`src/rtl/prog_loader_pkg.sv`:
```
`default_nettype none
// ============================================================================
// Module      : prog_loader_pkg
// Description : Shared types and constants for the boot-time program loader.
// Revision    : 1.0 - initial release
// ============================================================================
package prog_loader_pkg;

  localparam int unsigned BYTES_PER_WORD = 4;

  typedef enum logic [1:0] {
    ST_HDR  = 2'd0,
    ST_DATA = 2'd1,
    ST_DONE = 2'd2,
    ST_ERR  = 2'd3
  } state_t;

endpackage
`default_nettype wire

```
`src/rtl/prog_loader_word_packer.sv`:
```
`default_nettype none
// ============================================================================
// Module      : prog_loader_word_packer
// Description : Packs accepted bytes into little-endian words; pulses
//               o_word_valid in the cycle the final byte of a word is taken.
// Revision    : 1.0 - initial release
// ============================================================================
module prog_loader_word_packer
  import prog_loader_pkg::*;
(
  input  logic                          clk,
  input  logic                          reset,
  input  logic                          i_accept,
  input  logic [7:0]                    i_data,
  output logic [8*BYTES_PER_WORD-1:0]   o_word,
  output logic                          o_word_valid
);

  localparam int unsigned c_CNT_W = $clog2(BYTES_PER_WORD);

  logic [c_CNT_W-1:0]              r_byte_cnt;
  logic [8*(BYTES_PER_WORD-1)-1:0] r_shift;
  logic                            w_last;

  assign w_last = (r_byte_cnt == c_CNT_W'(BYTES_PER_WORD - 1));

  // The final byte is never stored; it is spliced straight into the word.
  always_ff @(posedge clk) begin
    if (reset) begin
      r_byte_cnt <= '0;
      r_shift    <= '0;
    end else if (i_accept) begin
      r_byte_cnt <= r_byte_cnt + 1'b1;
      if (!w_last) begin
        r_shift[8*r_byte_cnt +: 8] <= i_data;
      end
    end
  end

  assign o_word       = {i_data, r_shift};
  assign o_word_valid = i_accept & w_last;

endmodule
`default_nettype wire

```
`src/rtl/prog_loader.sv`:
```
`default_nettype none
// ============================================================================
// Module      : prog_loader
// Description : Loads a length-prefixed byte stream into RAM as 32-bit words
//               and holds the CPU in reset until the image is complete.
// Revision    : 1.0 - initial release
// ============================================================================
module prog_loader
  import prog_loader_pkg::*;
#(
  parameter int unsigned MEM_DEPTH = 1024
) (
  input  logic        clk,
  input  logic        reset,
  input  logic        i_in_valid,
  input  logic [7:0]  i_in_data,
  output logic        o_in_ready,
  output logic        o_mem_we,
  output logic [31:0] o_mem_addr,
  output logic [31:0] o_mem_wdata,
  output logic        o_cpu_reset,
  output logic        o_done,
  output logic        o_error
);

  localparam int unsigned c_IDX_W = $clog2(MEM_DEPTH) + 1;

  state_t             r_state;
  state_t             w_state_next;
  logic [31:0]        r_n;
  logic [c_IDX_W-1:0] r_word_idx;
  logic               r_mem_we;
  logic [31:0]        r_mem_addr;
  logic [31:0]        r_mem_wdata;
  logic               r_cpu_reset;
  logic               r_done;
  logic               r_error;

  logic               w_accept;
  logic [31:0]        w_word;
  logic               w_word_valid;
  logic               w_last_word;

  assign o_in_ready  = (r_state == ST_HDR) || (r_state == ST_DATA);
  assign w_accept    = i_in_valid & o_in_ready;
  assign w_last_word = ((32'(r_word_idx) + 32'd1) == r_n);

  prog_loader_word_packer u_packer (
    .clk          (clk),
    .reset        (reset),
    .i_accept     (w_accept),
    .i_data       (i_in_data),
    .o_word       (w_word),
    .o_word_valid (w_word_valid)
  );

  always_comb begin
    w_state_next = r_state;
    case (r_state)
      ST_HDR: begin
        if (w_word_valid) begin
          if (w_word == 32'd0)                  w_state_next = ST_DONE;
          else if (w_word > 32'(MEM_DEPTH))     w_state_next = ST_ERR;
          else                                  w_state_next = ST_DATA;
        end
      end
      ST_DATA: begin
        if (w_word_valid && w_last_word) w_state_next = ST_DONE;
      end
      default: w_state_next = r_state;
    endcase
  end

  always_ff @(posedge clk) begin
    if (reset) r_state <= ST_HDR;
    else       r_state <= w_state_next;
  end

  // Release is delayed one edge past entering DONE so the last write lands first.
  always_ff @(posedge clk) begin
    if (reset) begin
      r_n         <= '0;
      r_word_idx  <= '0;
      r_mem_we    <= 1'b0;
      r_mem_addr  <= '0;
      r_mem_wdata <= '0;
      r_cpu_reset <= 1'b1;
      r_done      <= 1'b0;
      r_error     <= 1'b0;
    end else begin
      r_mem_we <= 1'b0;
      case (r_state)
        ST_HDR: begin
          if (w_word_valid) r_n <= w_word;
          if (w_state_next == ST_ERR) r_error <= 1'b1;
        end
        ST_DATA: begin
          if (w_word_valid) begin
            r_mem_we    <= 1'b1;
            r_mem_addr  <= 32'(r_word_idx) << 2;
            r_mem_wdata <= w_word;
            r_word_idx  <= r_word_idx + 1'b1;
          end
        end
        ST_DONE: begin
          r_cpu_reset <= 1'b0;
          r_done      <= 1'b1;
        end
        default: ;
      endcase
    end
  end

  assign o_mem_we    = r_mem_we;
  assign o_mem_addr  = r_mem_addr;
  assign o_mem_wdata = r_mem_wdata;
  assign o_cpu_reset = r_cpu_reset;
  assign o_done      = r_done;
  assign o_error     = r_error;

endmodule
`default_nettype wire
```
`config.mk`:
```
export PLATFORM = sky130hd
export DESIGN_NAME = prog_loader
export DESIGN_NICKNAME = d
export VERILOG_FILES = /design/src/rtl/prog_loader_pkg.sv /design/src/rtl/prog_loader_word_packer.sv /design/src/rtl/prog_loader.sv
export SDC_FILE = /design/constraint.sdc
export NUM_CORES = 1
export LEC_CHECK = 0
export ABC_AREA = 1
export CAP_MARGIN = 0
export CORE_ASPECT_RATIO = 0.75
export CORE_MARGIN = 2
export CORE_UTILIZATION = 40
export CTS_BUF_LIST = sky130_fd_sc_hd__clkbuf_8
export DETAILED_ROUTE_END_ITERATION = 10
export SKIP_LAST_GASP = 1
export SYNTH_ARGS = -nofsm -noshare
export SYNTH_HDL_FRONTEND = slang
export SYNTH_HIERARCHICAL = 1
export SYNTH_SLANG_ARGS = --single-unit
```
`constraint.sdc`:
```
create_clock -name clk -period 1.8 [get_ports clk]
set_clock_uncertainty 0.1 [all_clocks]
set_input_delay 0.27 -clock clk [delete_from_list [all_inputs] [get_ports clk]]
set_output_delay 0.27 -clock clk [all_outputs]
set_load 0.02 [all_outputs]
```
==> results.toml <==
[status]
status = "complete, no violations"

[yosys]
synth.top_cells.by_area = "dfxtp_1 45%, nand2_1 14%, a21oi_1 8.5%"
yosys_warnings = 6
synth_cells = 732
synth_top_area_frac = 0.4521
synth-seq-cells = 118
netlist_area_mm2 = 0.005225
synthDistinctLibCells = 28
synth_edf_count = 0
synthArstFlopShare = 0
ys_seq_area_frac = 0.4521
syn_avg_cell_area_um2 = 7.138
synth_top_area_cell = "dfxtp_1"
synth_ff_type = "dfxtp_1"

[worst_setup_path]
path_delay_family = "simple AND/OR/NAND/NOR gates"
path_class = "reg2reg"
cp_max_fo = 2
crit_path_end_kind = "register"
worstPathArrival_ns = 1.98
path_cells = "ha_4 -> inv_2 -> nand2_2 -> nand2_2 -> nor2_4 -> nand2_2 -> nor2_2 -> nand4_1 -> nor2_2 -> nand4_1 -> nand2_1 -> a21oi_1"
crit_top_cell = "nand2_2"
slowest_delay_ns = 0.36
timing.critical_path.buf_inv = 1
critPathSlowestCell = "dfxtp_4"
critPathRequiredTime_ns = 2.01
critPathLaunchType = "register"

[power]
p_clk_frac = 0.431
p_comb_frac = 0.087
powerDensity_mw_per_mm2 = 834.4
p_seq_frac = 0.482
ir_drop_mv = 0.4761
p_sw_frac = 0.2552
power.leakage_nw = 3.032
intPower_w = 0.004162
p_sw_w = 0.001426

[routing]
via_count = 4808
wl_per_cell_um = 13.56
wl_mm = 13.63
drtIter0Drc = 378
viasPerCell = 4.784
drc_errors = 0
firstDrtPassIters = 5
ant_nets = 0

[min_path]
min_path_type = "in2reg"

[floorplan]
rows = 36
ios = 80
dieHeight_um = 103.0
dieArea_mm2 = 0.01400
die_w_um = 136.0
coreArea_mm2 = 0.01288
initial_utilization = 0.4056

[cts]
clock-sinks = 118
cts.clk_slew.worst_paths_ns = 0.07
root_buffer = "clkbuf_8"
clk_latency_ns = 0.43
clockBufferDepth = 2
cts_tree = "yes"
numCtsBuffers = 17
cts_max_level = 4

[final_layout]
drive_gt1_frac = 0.1583
antenna_cells = 0
syn2layout_area_growth_pct = 28.18
layout_commonest_cell = "nand2_1"
layout_common_cells = "187 x nand2_1, 114 x dfxtp_1, 91 x nor2_1"
fin_cells = 1005
nets = 838

[timing]
finalSetupViolations = 0
final_hold_viol_count = 0
max_freq_mhz = 564.7
min_period_over_period = 0.9837
tns_ns = 0
final_max_slew_viol_count = 0
min_period_ns = 1.771
hold_ws_ns = 0.2384
rsz0062_at_grt = "yes"

[global_route]
antenna_found_initial = 0
overflow = 0
grtUsageTotal = 0.1990
grt_pass1_wl_mm = 21.47
grt_pass1_vias = 4339
grt_max_degree = 30

[place]
finalWeightedCongestion = 0.8290
placed_cells = 966
hpwl_mm = 9.899
numPortBuffers = 58

[flow_run]
cap_viol_max_count = 0
[cells in the mapped netlist (5+ instances only)]
cell	count
nor2_1	97
nand4_1	8
clkbuf_1	20
nand2_2	7
nand2_1	192
buf_2	5
o21ai_0	55
inv_2	5
ha_1	6
dfxtp_1	118
inv_1	54
nand3_1	23
buf_4	30
a21oi_1	89
[worst paths after layout]
check / start / end / slack, ns / depth (start not counted)
worst max register to register: r_word_idx[1] / r_state[0] / 0.03 / 12
worst min register to register: o_cpu_reset / o_cpu_reset / 0.35 / 2
worst min-delay path: reset / o_mem_we / 0.24 / 3
worst max-delay path: r_word_idx[1] / r_state[0] / 0.03 / 12
[power groups by stage]
| stage | registers, W | logic (W) | clock network [W] |
|---|---|---|---|
| after global placement | 0.00275 | 0.000436 | 0 |
| after detailed placement | 0.00275 | 0.000445 | 0 |
| final | 0.00269 | 0.000485 | 0.00241 |
| after global routing | 0.00270 | 0.000536 | 0.00259 |
| after floorplan | 0.00275 | 0.000343 | 0 |
| after CTS | 0.00269 | 0.000450 | 0.00247 |
[state kept, by name, summed over array words and instances, names as in the netlist]
signal,count
o_cpu_reset,1
o_done,1
o_error,1
o_mem_addr,11
o_mem_wdata,32
o_mem_we,1
r_n,32
r_state,2
r_word_idx,11
u_packer/r_byte_cnt,2
u_packer/r_shift,24
[cell type report]
cell class / count / area, um2
Clock buffer: 20 / 275.3
Clock inverter: 12 / 127.6
Fill cell: 1284 / 6185
Inverter: 60 / 231.5
Multi-Input combinational cell: 516 / 2439
Sequential cell: 118 / 2370
Tap cell: 171 / 214.0
Timing Repair Buffer: 108 / 1041
[per-layer routing]
metal / vias up / track usage / routed length, um
met5: - / 0 / 0
met4: 0 / 0.06090 / 153
met3: 14 / 0.04572 / 749
met2: 130 / 0.3030 / 5930
met1: 2205 / 0.2815 / 6794
li1: 2459 / - / -
[per-stage QoR]
stage | power, W | instance area, um2 | utilization | setup WS, ns
2_1_floorplan | 0.003088 | 5300 | - | 0.08194
3_3_place_gp | 0.003188 | 6098 | 0.4734 | -0.2764
3_5_place_dp | 0.003199 | 6098 | 0.4734 | -0.3147
4_1_cts | 0.005613 | 6524 | 0.5064 | -0.002390
5_1_grt | 0.005827 | 6698 | 0.5199 | -0.1290
6_report | 0.005588 | 6698 | 0.5199 | 0.02925
[logic make-up after synthesis]
| family | after synthesis | synth area share |
|---|---|---|
| AND/OR/NAND/NOR | 342 | 0.2799 |
| flip-flops | 118 | 0.4521 |
| buffers and inverters | 118 | 0.1104 |
| other | 1 | 0.0007177 |
| adder cells (fa/ha/maj) | 6 | 0.01437 |
| XOR/XNOR | 1 | 0.001677 |
| AO/OA/AOI/OAI | 146 | 0.1408 |
[repair_timing]
item / in CTS / in global routing
endpoints found under the setup margin: 8 / 114
gates resized for setup: 11 / 42
setup buffers: 0 / 7
hold buffers: 0 / 0
pin swaps: 8 / 19
[tightest hold or removal path, delay by kind of cell]
| kind | cells | cell delay, ns |
|---|---|---|
| simple gates | 1 | 0.10 |
| buf+inv | 2 | 0.35 |
No activity file was read; power rests on OpenSTA's default activity.
